`src/rtl/game_pkg.sv`:
```
// ---------------------------------------------------------------------------
// game_pkg
// Shared game-logic definitions: the frame scheduler state encoding and the
// default number of update clients served each frame.
// ---------------------------------------------------------------------------
package game_pkg;

  localparam int N_CLIENTS_DEF = 4;

  typedef enum logic [1:0] {
    IDLE = 2'd0,
    REQ  = 2'd1,
    DONE = 2'd2
  } sched_state_e;

endpackage

```
`src/rtl/vga_pkg.sv`:
```
// ---------------------------------------------------------------------------
// vga_pkg
// VGA 640x480 timing constants shared by the timing generator and any block
// that monitors the timing stream.
// ---------------------------------------------------------------------------
package vga_pkg;

  localparam int V_ACTIVE = 480;
  localparam int V_TOTAL  = 525;
  localparam int VCOUNT_W = $clog2(V_TOTAL);

endpackage

```
`src/rtl/vga_if.sv`:
```
// ---------------------------------------------------------------------------
// vga_if
// VGA timing stream bundle.
//   vcount : current line number
//   vblnk  : high during vertical blanking
// Modports: out (timing generator side), in (monitoring side).
// ---------------------------------------------------------------------------
interface vga_if;
  import vga_pkg::*;

  logic [VCOUNT_W-1:0] vcount;
  logic                vblnk;

  modport out (output vcount, output vblnk);
  modport in  (input  vcount, input  vblnk);

endinterface

```
`src/rtl/vblank_edge_det.sv`:
```
// ---------------------------------------------------------------------------
// vblank_edge_det
// Registers a level and flags the cycle in which it is high while its
// registered copy is still low.
// Ports:
//   clk     : clock
//   rst_n   : asynchronous active-low reset (registered copy cleared to 0)
//   level_i : level to watch
//   rise_o  : high while level_i=1 and the registered copy=0
// ---------------------------------------------------------------------------
module vblank_edge_det (
  input  logic clk,
  input  logic rst_n,
  input  logic level_i,
  output logic rise_o
);

  logic level_q;

  always_ff @(posedge clk or negedge rst_n) begin
    if (!rst_n) begin
      level_q <= 1'b0;
    end else begin
      level_q <= level_i;
    end
  end

  assign rise_o = level_i & ~level_q;

endmodule

```
`src/rtl/frame_sched.sv`:
```
// ---------------------------------------------------------------------------
// frame_sched
// At the start of each vertical blank, serially hands an update slot to each
// game-logic client (request/acknowledge), with a per-client timeout.
// Ports:
//   clk         : pixel clock
//   rst_n       : asynchronous active-low reset
//   vga_in      : VGA timing stream (vblnk watched)
//   upd_req     : per-client update request, one-hot or zero
//   upd_ack     : per-client update-complete acknowledge
//   frame_tick  : one-cycle pulse when a frame update starts
//   busy        : high while clients are being sequenced (REQ and DONE)
//   overrun     : sticky, vblnk fell while a sequence was still running
//   timeout_err : sticky per-client timeout flags
//   frame_cnt   : number of started frame updates, wraps
// ---------------------------------------------------------------------------
module frame_sched
  import game_pkg::*;
#(
  parameter int N_CLIENTS = N_CLIENTS_DEF,
  parameter int TIMEOUT   = 4096
) (
  input  logic                 clk,
  input  logic                 rst_n,
  vga_if.in                    vga_in,
  output logic [N_CLIENTS-1:0] upd_req,
  input  logic [N_CLIENTS-1:0] upd_ack,
  output logic                 frame_tick,
  output logic                 busy,
  output logic                 overrun,
  output logic [N_CLIENTS-1:0] timeout_err,
  output logic [15:0]          frame_cnt
);

  localparam int CNT_W = $clog2(TIMEOUT + 1);
  localparam int IDX_W = (N_CLIENTS > 1) ? $clog2(N_CLIENTS) : 1;
  localparam logic [CNT_W-1:0] TMO_LAST = CNT_W'(TIMEOUT - 1);
  localparam logic [IDX_W-1:0] LAST_IDX = IDX_W'(N_CLIENTS - 1);

  sched_state_e         state_q, state_d;
  logic [IDX_W-1:0]     idx_q, idx_d;
  logic [CNT_W-1:0]     tmo_cnt_q, tmo_cnt_d;
  logic                 frame_tick_q, frame_tick_d;
  logic                 overrun_q, overrun_d;
  logic [N_CLIENTS-1:0] tmo_err_q, tmo_err_d;
  logic [15:0]          frame_cnt_q, frame_cnt_d;
  logic                 armed_q, armed_d;

  logic vblnk_rise;
  logic vblnk_fall;
  logic start;
  logic ack_hit;
  logic tmo_hit;

  vblank_edge_det u_rise_det (
    .clk     (clk),
    .rst_n   (rst_n),
    .level_i (vga_in.vblnk),
    .rise_o  (vblnk_rise)
  );

  // Falling edge of vblnk is the rising edge of its inverse. Right after
  // reset this can fire once if vblnk is low, but busy is 0 then so it is
  // harmless.
  vblank_edge_det u_fall_det (
    .clk     (clk),
    .rst_n   (rst_n),
    .level_i (~vga_in.vblnk),
    .rise_o  (vblnk_fall)
  );

  // The edge register clears to 0 on reset, so vblnk held high across reset
  // release would look like a rise. Starts are only honoured once vblnk has
  // been seen low.
  assign start = vblnk_rise & armed_q;

  always_comb begin
    upd_req = '0;
    if (state_q == REQ) begin
      upd_req[idx_q] = 1'b1;
    end
  end

  // Only the bit of the currently requested client can complete it.
  assign ack_hit = |(upd_ack & upd_req);
  assign tmo_hit = (tmo_cnt_q == TMO_LAST);

  always_comb begin
    state_d      = state_q;
    idx_d        = idx_q;
    tmo_cnt_d    = tmo_cnt_q;
    frame_tick_d = 1'b0;
    overrun_d    = overrun_q;
    tmo_err_d    = tmo_err_q;
    frame_cnt_d  = frame_cnt_q;
    armed_d      = armed_q | ~vga_in.vblnk;

    if (vblnk_fall && (state_q != IDLE)) begin
      overrun_d = 1'b1;
    end

    unique case (state_q)
      IDLE: begin
        if (start) begin
          state_d      = REQ;
          idx_d        = '0;
          tmo_cnt_d    = '0;
          frame_tick_d = 1'b1;
          frame_cnt_d  = frame_cnt_q + 16'd1;
        end
      end
      REQ: begin
        if (ack_hit || tmo_hit) begin
          // Ack wins over a simultaneous timeout.
          if (!ack_hit) begin
            tmo_err_d[idx_q] = 1'b1;
          end
          tmo_cnt_d = '0;
          if (idx_q == LAST_IDX) begin
            state_d = DONE;
          end else begin
            idx_d = idx_q + 1'b1;
          end
        end else begin
          tmo_cnt_d = tmo_cnt_q + 1'b1;
        end
      end
      DONE: begin
        state_d = IDLE;
      end
      default: begin
        state_d = IDLE;
      end
    endcase
  end

  always_ff @(posedge clk or negedge rst_n) begin
    if (!rst_n) begin
      state_q      <= IDLE;
      idx_q        <= '0;
      tmo_cnt_q    <= '0;
      frame_tick_q <= 1'b0;
      overrun_q    <= 1'b0;
      tmo_err_q    <= '0;
      frame_cnt_q  <= '0;
      armed_q      <= 1'b0;
    end else begin
      state_q      <= state_d;
      idx_q        <= idx_d;
      tmo_cnt_q    <= tmo_cnt_d;
      frame_tick_q <= frame_tick_d;
      overrun_q    <= overrun_d;
      tmo_err_q    <= tmo_err_d;
      frame_cnt_q  <= frame_cnt_d;
      armed_q      <= armed_d;
    end
  end

  assign frame_tick  = frame_tick_q;
  assign busy        = (state_q != IDLE);
  assign overrun     = overrun_q;
  assign timeout_err = tmo_err_q;
  assign frame_cnt   = frame_cnt_q;

endmodule

```
`src/flat_wrapper.sv`:
```
// flat-port wrapper written by rule: the top's interface ports become plain ports
module frame_sched_flat import game_pkg::*;
#(
  parameter int N_CLIENTS = N_CLIENTS_DEF,
  parameter int TIMEOUT   = 4096
)
  (clk, rst_n, upd_req, upd_ack, frame_tick, busy, overrun, timeout_err, frame_cnt, vga_in_vcount, vga_in_vblnk);
  vga_if vga_in_i ();
  input  logic clk;
  input  logic rst_n;
  output logic [N_CLIENTS-1:0] upd_req;
  input  logic [N_CLIENTS-1:0] upd_ack;
  output logic frame_tick;
  output logic busy;
  output logic overrun;
  output logic [N_CLIENTS-1:0] timeout_err;
  output logic [15:0] frame_cnt;
  input wire logic [$bits(vga_in_i.vcount)-1:0] vga_in_vcount;
  input wire logic [$bits(vga_in_i.vblnk)-1:0] vga_in_vblnk;
  assign vga_in_i.vcount = vga_in_vcount;
  assign vga_in_i.vblnk = vga_in_vblnk;
  frame_sched #(.N_CLIENTS(N_CLIENTS), .TIMEOUT(TIMEOUT)) u_core (.clk(clk), .rst_n(rst_n), .vga_in(vga_in_i), .upd_req(upd_req), .upd_ack(upd_ack), .frame_tick(frame_tick), .busy(busy), .overrun(overrun), .timeout_err(timeout_err), .frame_cnt(frame_cnt));
endmodule
```
`config.mk`:
```
export PLATFORM = sky130hd
export DESIGN_NAME = frame_sched_flat
export DESIGN_NICKNAME = d
export VERILOG_FILES = /design/src/rtl/game_pkg.sv /design/src/rtl/vga_pkg.sv /design/src/rtl/vga_if.sv /design/src/rtl/vblank_edge_det.sv /design/src/rtl/frame_sched.sv /design/src/flat_wrapper.sv
export SDC_FILE = /design/constraint.sdc
export NUM_CORES = 1
export LEC_CHECK = 0
export ABC_AREA = 1
export CORE_MARGIN = 3
export CORE_UTILIZATION = 33
export DETAILED_ROUTE_END_ITERATION = 10
export HOLD_SLACK_MARGIN = 0.15
export RECOVER_POWER = 25
export SLEW_MARGIN = 20
export SYNTH_ARGS = -nofsm -noshare
export SYNTH_HDL_FRONTEND = slang
export SYNTH_SLANG_ARGS = --single-unit
```
`constraint.sdc`:
```
create_clock -name clk -period 2.26 [get_ports clk]
set_input_delay 0.226 -clock clk [delete_from_list [all_inputs] [get_ports clk]]
set_output_delay 0.226 -clock clk [all_outputs]
set_load 0.005 [all_outputs]
```
=== Yosys cells after proc, flatten, opt, wreduce, memory -nomap -nowiden ===
Cells that the tools add are included.

* Register bits: 42
* Output and inout port bits: 27
* Word-level logic and storage cells: 60

* $lt $le $gt $ge: 2
* Reduce and logical (&&, ||, !) cells: 12
* Equal/unequal tests: 7
* $add $sub $neg: 3
* Multiplexer cells: 16
* Bitwise logic cells: 10

{| class="wikitable"
|+ Operators by type and width
! operator !! count
|-
| 2-to-1 mux 13 bit || 2
|-
| case mux 13 bit (2 select lines) || 1
|-
| adder 16 x 1 -> 16 bit (second input constant) || 1
|-
| adder 13 x 1 -> 13 bit (second input constant) || 1
|-
| equality test 13 x 12 -> 1 bit (second input constant) || 1
|-
| 2-to-1 mux 2 bit || 6
|-
| case mux 2 bit (2 select lines) || 2
|-
| != test 2 bit (second input constant) || 3
|-
| AND reduction 3 bit || 2
|-
| bitwise AND 4 bit || 1
|-
| 2-to-1 mux 4 bit || 1
|-
| NOT 1 bit || 4
|-
| OR 4 bit || 1
|-
| AND reduction 2 bit || 2
|-
| AND reduction 4 bit || 1
|-
| nonzero test 2 bit || 2
|-
| OR reduction 4 bit || 1
|-
| bitwise AND 1 bit || 3
|-
| < comparator 2 x 3 -> 1 bit (second input constant) || 1
|-
| 2-to-1 mux 1 bit || 3
|-
| adder 2 x 1 -> 2 bit (second input constant) || 1
|-
| demux 1 bit (select 2 bit) || 1
|-
| equality test 2 x 1 -> 1 bit (second input constant) || 1
|-
| equality test 2 bit (second input constant) || 1
|-
| 6 further kinds || 7
|}

=== Depth between registers and ports, before layout ===
Gate-level depths: netlist of run 1.

* Depth in word-level cells: 10
* Mapped depth: 10
* Depth with buffers taken out: 10

=== Hierarchy ===
Synthesis of run 1 repeated with hierarchy kept, for this count alone.

* Cell total of the unflattened synthesis: 274
* Area total of the unflattened synthesis: 2220.9 µm²

{| class="wikitable"
|+ Modules (own cells, without submodules)
! module !! seq. area each (µm²) !! instances !! cells each !! area an instance (µm²)
|-
| frame_sched || 1001.0 || 1 || 268 || 2150.8
|-
| vblank_edge_det || 25.0 || 2 || 3 || 35.0
|}

=== Worst setup path before layout of run 1 ===
Ideal clock, no wire load.

* Path kind: flip-flop to flip-flop
* From: reg u_core.idx_q[0]
* To: reg u_core.idx_q[0]
* Path buffers: 0
* Stages on the path, launching flop included: 10
* Required time: 2.195 ns
* Library setup time: 0.065 ns
* Data arrival time: 1.293 ns
* Setup slack: 0.902 ns
* Cells stage by stage: dfrtp_1 -> inv_1 -> ha_1 -> nand4_1 -> nand2_1 -> nor2_4 -> nand3_4 -> nand2_1 -> nand2_1 -> nand2_1

* Word-level cells in the longest chain between the ends: 10

{| class="wikitable"
|+ Ends and longest elaborated chain
! item !! line !! RTL
|-
| start, declared || frame_sched.sv:41 || <nowiki>logic [IDX_W-1:0] idx_q, idx_d;</nowiki>
|-
| start signal, assigned || frame_sched.sv:149 || <nowiki>idx_q <= idx_d;</nowiki>
|-
| < comparator 2 x 3 -> 1 bit (not written as such) / >= comparator 2 x 1 -> 1 bit (equally long branches) || frame_sched.sv:80 || <nowiki>upd_req[idx_q] = 1'b1;</nowiki>
|-
| logical AND 1 bit (not written as such) || frame_sched.sv:80 ||
|-
| 2-to-1 mux 1 bit (not written as such) || frame_sched.sv:80 ||
|-
| demux 1 bit (select 2 bit) || -- ||
|-
| 2-to-1 mux 4 bit || frame_sched.sv:79 || <nowiki>if (state_q == REQ) begin</nowiki>
|-
| bitwise AND 4 bit || frame_sched.sv:85 || <nowiki>assign ack_hit = |(upd_ack & upd_req);</nowiki>
|-
| OR reduction 4 bit || frame_sched.sv:85 ||
|-
| logical OR 1 bit || frame_sched.sv:113 || <nowiki>if (ack_hit || tmo_hit) begin</nowiki>
|-
| != test 2 bit (no source line) || -- ||
|-
| AND reduction 4 bit (no source line) || -- ||
|}

Several ways; a longest one is shown, not always the timed one. The select of a mux whose other input is x is not followed.
A chain may end at the register's enable or synchronous reset.

=== Worst setup path after layout of run 1 ===
* From: reg u_core.state_q[0]
* To: out upd_req[3]

* Word-level cells in the longest chain between the ends: 2

{| class="wikitable"
|+ Ends and longest elaborated chain
! item !! line !! RTL
|-
| start, declared || frame_sched.sv:40 || <nowiki>sched_state_e state_q, state_d;</nowiki>
|-
| start signal, assigned || frame_sched.sv:148 || <nowiki>state_q <= state_d;</nowiki>
|-
| equality test 2 x 1 -> 1 bit || frame_sched.sv:79 ||
|-
| 2-to-1 mux 4 bit || frame_sched.sv:79 ||
|-
| end, declared || flat_wrapper.sv:11 || <nowiki>output logic [N_CLIENTS-1:0] upd_req;</nowiki>
|}

Every way passes these cells.

==> results.py, run 1 <==
metrics = {
    "floorplan": {
        "dieArea_sq_mm": 0.00799,
        "core_sq_mm": 0.00653,
        "die-height_um": 89.4,
        "start_util": 0.351,
        "num_io_pins": 44,
        "dieWidth_um": 89.4,
        "rows": 29,
    },
    "clocking": {
        "cts-root-buf": "clkbuf_8",
        "clock_sinks": 42,
        "cts_inserted_buffers": 5,
        "htree_levels": 2,
        "cts.clk_slew.worst_paths_ns": 0.08,
        "cts_tree": "yes",
        "insertion_delay_ns": 0.30,
        "cts_resized": 0,
        "clock_path_buffers": 2,
    },
    "global_routing": {
        "overflow": 0,
        "grt_pass1_vias": 1850,
        "track_usage": 0.142,
        "antenna_found_initial": 0,
        "grt_max_degree": 26,
        "grt_pass1_wl_mm": 8.70,
    },
    "hold_path": {
        "min_path_type": "register to register",
    },
    "critical_path": {
        "crit_path_end_kind": "primary output",
        "path_cells": "inv_2 > nor2_4 > nand2_1 > inv_1 > clkdlybuf4s50_1",
        "crit_required_ns": 2.03,
        "slowest_delay_ns": 0.49,
        "path_class": "register to primary output",
        "startpoint_type": "register",
        "cp_data_arrival_time_ns": 1.64,
        "crit_fanout": 6,
        "critPathSlowestCell": "clkdlybuf4s50_1",
    },
    "yosys": {
        "yosys_warnings": 0,
        "synth_async_sr_flop_share": 1.00,
        "synth_top_area_cell": "dfrtp_1",
        "synth.distinct_cells": 29,
        "syn-instance-count": 276,
        "synth_commonest_cells": "nand2_1, dfrtp_1, inv_1",
        "synth-seq-area-share": 0.458,
        "yosys.area.top_type_share": 0.458,
        "synth_top_cells_by_area": "dfrtp_1, nand2_1, inv_1",
        "mappedNetlistArea_sq_mm": 0.00229,
        "ys_seq_elements": 42,
        "synth-main-ff-cell": "dfrtp_1",
        "synth_edf_count": 0,
        "avgSynthCellArea_sq_um": 8.31,
        "synth_nets": 299,
        "yosysMostFrequentCell": "nand2_1",
    },
    "timing": {
        "max_freq_mhz": 535,
        "finalSetupTns_ns": 0,
        "slew_violations": 0,
        "setup_violations": 0,
        "fin_skew_ns": 0.00567,
        "fin_crit_sh": 0.828,
        "hold_viol_final": 0,
        "min_period_ns": 1.87,
        "worstMarginPinSlew_ns": 0.956,
        "rsz0062_at_grt": "no",
        "relSlewSlack": 0.363,
    },
    "flow_run": {
        "maxCapViolations": 0,
    },
    "routing": {
        "routedWlPerCell_um": 12.5,
        "routed_via_density": 4.80,
        "drtPass1Iterations": 4,
        "vias": 1895,
        "ant_nets": 0,
        "route.detailed.drc": 0,
        "routed_wl_mm": 4.96,
        "drtIter0Drc": 93,
    },
    "place": {
        "dp_hpwl_mm": 3.60,
        "routabilityCongestion": 0.823,
        "post-place-cells": 386,
        "io_buffer_count": 33,
    },
    "power": {
        "power.density_mw_per_mm2": 938,
        "p_leak_uw": 0.00134,
        "peakVddDrop_mv": 0.569,
    },
    "finish": {
        "syn_to_final_growth_pct": 22.7,
        "antenna_cells": 0,
        "nNetsFinal": 340,
        "fin_cells": 395,
        "drive_above_1_share": 0.101,
    },
    "run_status": {
        "run_status": "completed",
    },
}
[worst max-delay path, delay by kind of cell (launching register included)]
family | cells | cell delay, ns
flip-flops | 1 | 0.46
AND/OR/NAND/NOR | 2 | 0.26
buffers and inverters | 3 | 0.63
[per-stage QoR]
stage	hold WS (ns)	setup WS, ns	utilization	power [uW]	instance area (sq um)
after global routing	0.448	0.179	0.431	2880	2820
after CTS	0.397	0.371	0.432	2670	2820
after global placement	0.178	0.364	0.417	2140	2720
final	0.432	0.389	0.431	2640	2820
after detailed placement	0.181	0.356	0.417	2160	2720
after floorplan	-0.0696	0.902	-	1700	2290
[layer usage]
metal	part of all wire	track usage
met2	0.43	0.204
met5	0	0
met1	0.50	0.198
met3	0.054	0.0452
met4	0.015	0.0541
[power breakdown]
| part | total (uW) | switching, uW | internal [uW] |
|---|---|---|---|
| registers | 1020 | 141 | 878 |
| clock network | 508 | 261 | 247 |
| logic | 1110 | 646 | 468 |
[cells by family (layout without fill, tap and decap cells)]
logic type | after synthesis | in the layout | share of synthesized area
AO/OA/AOI/OAI | 23 | 23 | 0.0589
XOR/XNOR | 16 | 16 | 0.0611
adder cells (fa/ha/maj) | 6 | 6 | 0.0327
buffers and inverters | 38 | 80 | 0.0638
flip-flops | 42 | 42 | 0.458
AND/OR/NAND/NOR | 151 | 151 | 0.326
[sequential cells by signal, indices dropped and copies added (netlist names)]
register,count
u_core.state_q,2
u_core.armed_q,1
u_core.u_rise_det.level_q,1
u_core.overrun,1
u_core.u_fall_det.level_q,1
u_core.idx_q,2
u_core.tmo_cnt_q,13
u_core.frame_tick,1
u_core.frame_cnt,16
u_core.timeout_err,4
[repair_timing]
action | CTS | global route
hold buffers | 1 | 0
hold endpoints to repair | 17 | 0
buffers inserted | 0 | 0
[layout make-up]
class,count,area (sq um)
well taps,77,96.3
inverters,36,136
multi-input cells,196,1090
fillers,644,3710
clock buffers,7,86.3
flip-flops and latches,42,1050
repair buffers,36,347
clock inverters,1,5.00
[path summary, 6_finish.rpt]
check	from	slack, ns	end	cells after the start
worst max-delay path	u_core.state_q[0]	0.39	upd_req[3]	5
worst min-delay path	u_core.u_fall_det.level_q	0.43	u_core.overrun	1
worst max register to register	u_core.state_q[0]	0.54	u_core.tmo_cnt_q[6]	8
worst min register to register	u_core.u_fall_det.level_q	0.43	u_core.overrun	1
max in group asynchronous	rst_n	0.52	u_core.armed_q	3
min in group asynchronous	rst_n	0.58	u_core.tmo_cnt_q[4]	2
[cells in the final DEF (no fill, tap or decap), types with 2 or more instances in the layout]
cell,n
nand2_1,78
nand4_1,12
dlygate4sd3_1,2
xnor2_1,4
ha_1,6
clkinv_2,2
o22ai_1,2
nand2_2,4
nor2_4,4
nand2_4,3
nor3_1,5
clkdlybuf4s50_1,31
o21ai_1,4
xor2_1,12
inv_1,30
dfrtp_1,42
inv_2,5
clkbuf_8,6
nand3_1,14
o21bai_1,5
nand3b_1,4
o21ai_0,10
nor2_1,20
clkbuf_1,2
nor2_2,2
Note: power is estimated with default switching activity, not from simulation.
==> run 2, diff against run 1 <==
Clock period 2.26 ns to 1.7 ns, I/O delays scaled along.
==> run 2 against run 1 <==
Against the previous run:
- critical path depth increased by 2
- sequential power increased by 33%
- register-to-register slack got worse by 0.40 ns
- clock skew increased by 0.0034 ns
- clock power increased by 22%
- sequential cell count unchanged
- power increased by 42%
- core utilization increased by 2.1 points
- design area increased by 4.9%
- setup slack got worse by 0.32 ns
- final cell count increased by 3.8%
- critical path type unchanged
- largest cell class unchanged
==> results.py, run 2 (synthesis results as in run 1) <==
metrics = {
    "place": {
        "pre_cts_slack_ns": 0.0231,
        "dp_hpwl_mm": 3.56,
        "routabilityCongestion": 0.838,
        "io_buffer_count": 33,
        "post-place-cells": 388,
    },
    "power": {
        "power.share.clock": 0.166,
        "pwr-share-seq": 0.363,
        "peakVddDrop_mv": 0.652,
        "internal_power_uw": 2280,
        "switching_share": 0.392,
        "p_leak_uw": 0.00142,
        "power.density_mw_per_mm2": 1270,
        "p_comb_frac": 0.471,
        "p_sw_uw": 1470,
    },
    "timing": {
        "slew_violations": 0,
        "relSlewSlack": 0.307,
        "rsz0062_at_grt": "yes",
        "setup_slack_ns": 0.0652,
        "setup_violations": 0,
        "fin_skew_ns": 0.00908,
        "worstMarginPinSlew_ns": 1.04,
        "fin_crit_sh": 0.962,
        "min_period_ns": 1.63,
        "max_freq_mhz": 612,
        "hold_viol_final": 0,
    },
    "clocking": {
        "insertion_delay_ns": 0.30,
        "htree_levels": 2,
        "cts_tree": "yes",
        "clock_path_buffers": 2,
        "cts.clk_slew.worst_paths_ns": 0.08,
        "cts-root-buf": "clkbuf_8",
        "cts_inserted_buffers": 5,
        "clock_sinks": 42,
    },
    "critical_path": {
        "cp-endpoint": "upd_req[0]",
        "r2r_slack_ns": 0.14,
        "crit_required_ns": 1.53,
        "startpoint_type": "register",
        "rr_worst_depth": 10,
        "startpoint": "u_core.state_q[0]",
        "crit_fanout": 3,
        "path_class": "register to primary output",
        "crit_path_end_kind": "primary output",
        "cp_data_arrival_time_ns": 1.46,
        "r2r_end": "u_core.tmo_cnt_q[7]",
        "r2r-start": "u_core.idx_q[0]",
    },
    "global_routing": {
        "antenna_found_initial": 0,
        "track_usage": 0.143,
        "grt_max_degree": 43,
        "overflow": 0,
        "grt_pass1_wl_mm": 8.88,
        "grt_pass1_vias": 1956,
    },
    "finish": {
        "layout_commonest_cell": "nand2_1",
        "nNetsFinal": 356,
        "layout_common_cells": "nand2_1, dfrtp_1, inv_1",
        "antenna_cells": 0,
        "syn_to_final_growth_pct": 28.7,
        "drive_above_1_share": 0.180,
        "fin_cells": 410,
        "largest_reg_flops": 16,
    },
    "floorplan": {
        "die-height_um": 89.4,
        "dieArea_sq_mm": 0.00799,
        "dieWidth_um": 89.4,
        "rows": 29,
        "start_util": 0.351,
        "core_sq_mm": 0.00653,
        "num_io_pins": 44,
    },
    "routing": {
        "ant_nets": 0,
        "routedWlPerCell_um": 12.3,
        "routed_via_density": 4.77,
        "drtPass1Iterations": 4,
        "drtIter0Drc": 59,
        "vias": 1957,
        "routed_wl_mm": 5.06,
        "route.detailed.drc": 0,
    },
    "flow_run": {
        "maxCapViolations": 0,
    },
    "hold_path": {
        "min_path_type": "register to register",
    },
    "run_status": {
        "run_status": "completed",
    },
}
## run 2: cell count changes in the layout (fill, tap and decap cells not counted), sizes merged
cell | before | now
clkbuf | 9 | 8
clkinv | 2 | 1
dlymetal6s2s | 0 | 1
buf | 1 | 18
clkdlybuf4s50 | 31 | 27
dlygate4sd2 | 0 | 3
## run 2: power by group through the flow
stage	sequential (uW)	combinational, uW	clock (uW)
after floorplan	1340	918	0
after global placement	1380	1480	0
after global routing	1390	2020	688
after CTS	1370	1560	645
after detailed placement	1380	1500	0
final	1360	1770	622
## run 2: final cells by class
class | count | area [sq um]
clock buffer | 7 | 76.3
sequential | 42 | 1060
fill | 661 | 3580
inverter | 36 | 136
timing repair buffer | 52 | 467
multi-input combinational | 196 | 1120
tap | 77 | 96.3
## run 2: critical path: stages (launching register included)
cell,delay (ns)
dfrtp_2,0.43
inv_2,0.07
nor2_4,0.04
buf_4,0.13
buf_4,0.13
nand2_1,0.08
inv_1,0.04
dlygate4sd2_1,0.25
## run 2: how the worst min path moves through the flow
stage                               from             endpoint  slack [ns]  cells after the start
3_3_place_gp                       rst_n  u_core.tmo_cnt_q[4]        0.16                      2
4_1_cts                            rst_n  u_core.tmo_cnt_q[4]        0.38                      3
2_1_floorplan                      rst_n       u_core.armed_q       -0.13                      0
3_5_place_dp                       rst_n  u_core.tmo_cnt_q[4]        0.16                      2
5_1_grt        u_core.u_fall_det.level_q       u_core.overrun        0.45                      1
6_report       u_core.u_fall_det.level_q       u_core.overrun        0.43                      1
## run 2: per-stage QoR
step	util	total power, uW	hold WS [ns]	TNS, ns	instance area (sq um)
2_1_floorplan	-	2260	-0.126	0	2290
3_3_place_gp	0.421	2860	0.163	0	2750
3_5_place_dp	0.421	2880	0.164	0	2750
4_1_cts	0.441	3580	0.379	-0.0508	2880
5_1_grt	0.452	4100	0.453	-0.0290	2950
6_report	0.452	3750	0.428	0	2950
## run 2: per-layer routing
layer  global-route usage  part of all wire  up-vias
met1                0.192              0.49      912
met2                0.220              0.44       46
li1                     -                 -      992
met3               0.0369             0.050        7
met5                    0                 0        -
met4               0.0555             0.015        0
## run 2: repair_timing
| action | 4_1_cts | 5_1_grt |
|---|---|---|
| hold buffers | 1 | 0 |
| endpoints found under the setup margin | 4 | 8 |
| resized for setup | 13 | 4 |
| endpoints found under the hold margin | 42 | 0 |
| pin swaps | 2 | 4 |
| buffers inserted | 3 | 11 |
==> run 3, diff against run 2 <==
Clock period 1.7 ns to 1.48 ns, I/O delays scaled along.
==> run 3 against run 2 <==
Against the previous run:
- the run now ends with setup timing left
- global-route usage rose by 0.76 points
- power rose by 33%
- design area rose by 11%
- via count rose by 5.7%
- setup slack got worse by 0.25 ns
- hold slack got worse by 0.075 ns
- clock power rose by 16%
- first-iteration DRC count rose by 8.5%
- sequential cell count did not move
- die area did not move
- register-to-register slack got worse by 0.33 ns
- clock skew barely moved
- critical path type is now register to register
==> results.py, run 3 (synthesis results as in run 1) <==
metrics = {
    "run_status": {
        "run_status": "finished, violations left",
        "violations": "setup timing",
    },
    "finish": {
        "stdcell_area_sq_mm": 0.00328,
        "drive_above_1_share": 0.278,
        "largest_reg_flops": 16,
        "antenna_cells": 0,
        "nNetsFinal": 383,
        "layout_commonest_cell": "nand2_1",
        "syn_to_final_growth_pct": 43.0,
        "final_util": 0.502,
        "layout_common_cells": "nand2_1, dfrtp_1, buf_4",
    },
    "global_routing": {
        "grt_max_degree": 24,
        "antenna_found_initial": 0,
        "grt_pass1_vias": 2068,
        "overflow": 0,
        "track_usage": 0.150,
        "grt_pass1_wl_mm": 9.26,
    },
    "clocking": {
        "cts-root-buf": "clkbuf_8",
        "clock_sinks": 42,
        "htree_levels": 2,
        "clock_path_buffers": 2,
        "cts.clk_slew.worst_paths_ns": 0.08,
        "cts_inserted_buffers": 5,
        "insertion_delay_ns": 0.30,
        "cts_tree": "yes",
    },
    "critical_path": {
        "crit_fanout": 8,
        "r2r_slack_ns": -0.19,
        "rr_worst_depth": 10,
        "crit_required_ns": 1.72,
        "r2r_end": "u_core.idx_q[1]",
        "crit_path_end_kind": "register",
        "path_class": "register to register",
        "r2r-start": "u_core.idx_q[1]",
        "startpoint_type": "register",
        "cp_data_arrival_time_ns": 1.91,
    },
    "routing": {
        "vias": 2069,
        "routedWlPerCell_um": 12.8,
        "routed_wl_mm": 5.57,
        "dr_wl_met2_mm": 2.57,
        "top_layer_used": "met4",
        "drtPass1Iterations": 4,
        "route.detailed.drc": 0,
        "routed_via_density": 4.73,
        "wl_met1_mm": 2.64,
        "met3_length_um": 262,
        "drtIter0Drc": 64,
        "ant_nets": 0,
    },
    "timing": {
        "setup_slack_ns": -0.189,
        "relSlewSlack": 0.641,
        "fin_skew_ns": 0.00881,
        "hold_viol_final": 0,
        "whs_ns": 0.352,
        "setup_violations": 25,
        "rsz0062_at_grt": "yes",
        "slew_violations": 0,
        "min_period_ns": 1.67,
        "worstMarginPinSlew_ns": 0.538,
        "max_freq_mhz": 599,
        "fin_crit_sh": 1.13,
    },
    "power": {
        "peakVddDrop_mv": 0.809,
        "p_sw_uw": 1960,
        "internal_power_uw": 3050,
        "p_leak_uw": 0.00162,
        "p_comb_frac": 0.552,
        "pwr-share-seq": 0.304,
        "power.share.clock": 0.143,
        "power.density_mw_per_mm2": 1530,
        "switching_share": 0.391,
    },
    "floorplan": {
        "core_sq_mm": 0.00653,
        "dieArea_sq_mm": 0.00799,
        "die-height_um": 89.4,
        "dieWidth_um": 89.4,
        "start_util": 0.351,
        "rows": 29,
        "num_io_pins": 44,
    },
    "place": {
        "io_buffer_count": 33,
        "routabilityCongestion": 0.840,
        "place_area_sq_mm": 0.00290,
        "dp_hpwl_mm": 3.84,
    },
    "hold_path": {
        "min_path_type": "primary input to asynchronous set/reset pin",
    },
    "flow_run": {
        "maxCapViolations": 0,
    },
}
-- run 3: changes by cell type in the layout (fill, tap and decap cells not counted), moves of 3 or more --
cell	delta
buf_4	+17
buf_6	+9
clkdlybuf4s50_1	-5
nand2_1	-5
dlymetal6s2s_1	+3
ha_4	+3
nand2_2	+3
nor2_1	-3
-- run 3: routing by layer --
metal | vias up | GRT usage
met5 | - | 0
met4 | 0 | 0.0528
met3 | 11 | 0.0387
met2 | 49 | 0.246
met1 | 968 | 0.192
li1 | 1041 | -
-- run 3: worst max-delay path by stage --
stage | start | end | slack, ns | depth (start not counted)
5_1_grt | u_core.idx_q[1] | u_core.idx_q[0] | -0.29 | 10
6_report | u_core.idx_q[1] | u_core.idx_q[1] | -0.19 | 10
4_1_cts | u_core.idx_q[0] | u_core.idx_q[0] | -0.16 | 11
3_3_place_gp | vga_in_vblnk | u_core.tmo_cnt_q[6] | -0.10 | 8
3_5_place_dp | vga_in_vblnk | u_core.tmo_cnt_q[4] | -0.13 | 8
2_1_floorplan | u_core.idx_q[0] | u_core.idx_q[0] | 0.12 | 9
-- run 3: final cells by class --
class	instances	area (sq um)
timing repair buffer	79	712
clock inverter	2	10.0
sequential	42	1060
tap	77	96.3
fill	634	3250
clock buffer	5	68.8
inverter	36	136
multi-input combinational	196	1200
-- run 3: what timing repair did --
action                                  in CTS  in global routing
pin swaps                                    9                  8
buffers inserted                            16                  5
resized for setup                           28                 27
hold buffers                                 1                  0
endpoints found under the hold margin       19                  0
endpoints found under the setup margin      15                 33
gates cloned                                 0                  0
-- run 3: critical path, stage by stage (launching register included) --
cell and delay (ns):
dfrtp_2 0.45, buf_6 0.13, ha_4 0.15, buf_6 0.11, nand4_1 0.11, nand2_2 0.08
nor2_4 0.19, nand3_4 0.17, nand2_4 0.11, nand2_2 0.05, nand2_2 0.05
-- run 3: power groups by stage --
| stage | sequential [uW] | combinational (uW) | clock, uW |
|---|---|---|---|
| floorplan | 1540 | 1050 | 0 |
| global placement | 1520 | 2020 | 0 |
| detailed placement | 1520 | 2050 | 0 |
| CTS | 1510 | 2500 | 750 |
| global route | 1550 | 3060 | 804 |
| finish | 1520 | 2770 | 719 |
-- run 3: per-stage QoR --
stage                     setup TNS, ns  total power [uW]  cells  worst slack [ns]
after floorplan                       0              2590    276             0.122
after global placement            -1.47              3550    408            -0.103
after detailed placement          -2.02              3580    408            -0.130
after CTS                         -2.27              4760    432            -0.158
after global routing              -5.29              5410    437            -0.285
final                             -3.10              5010    437            -0.189
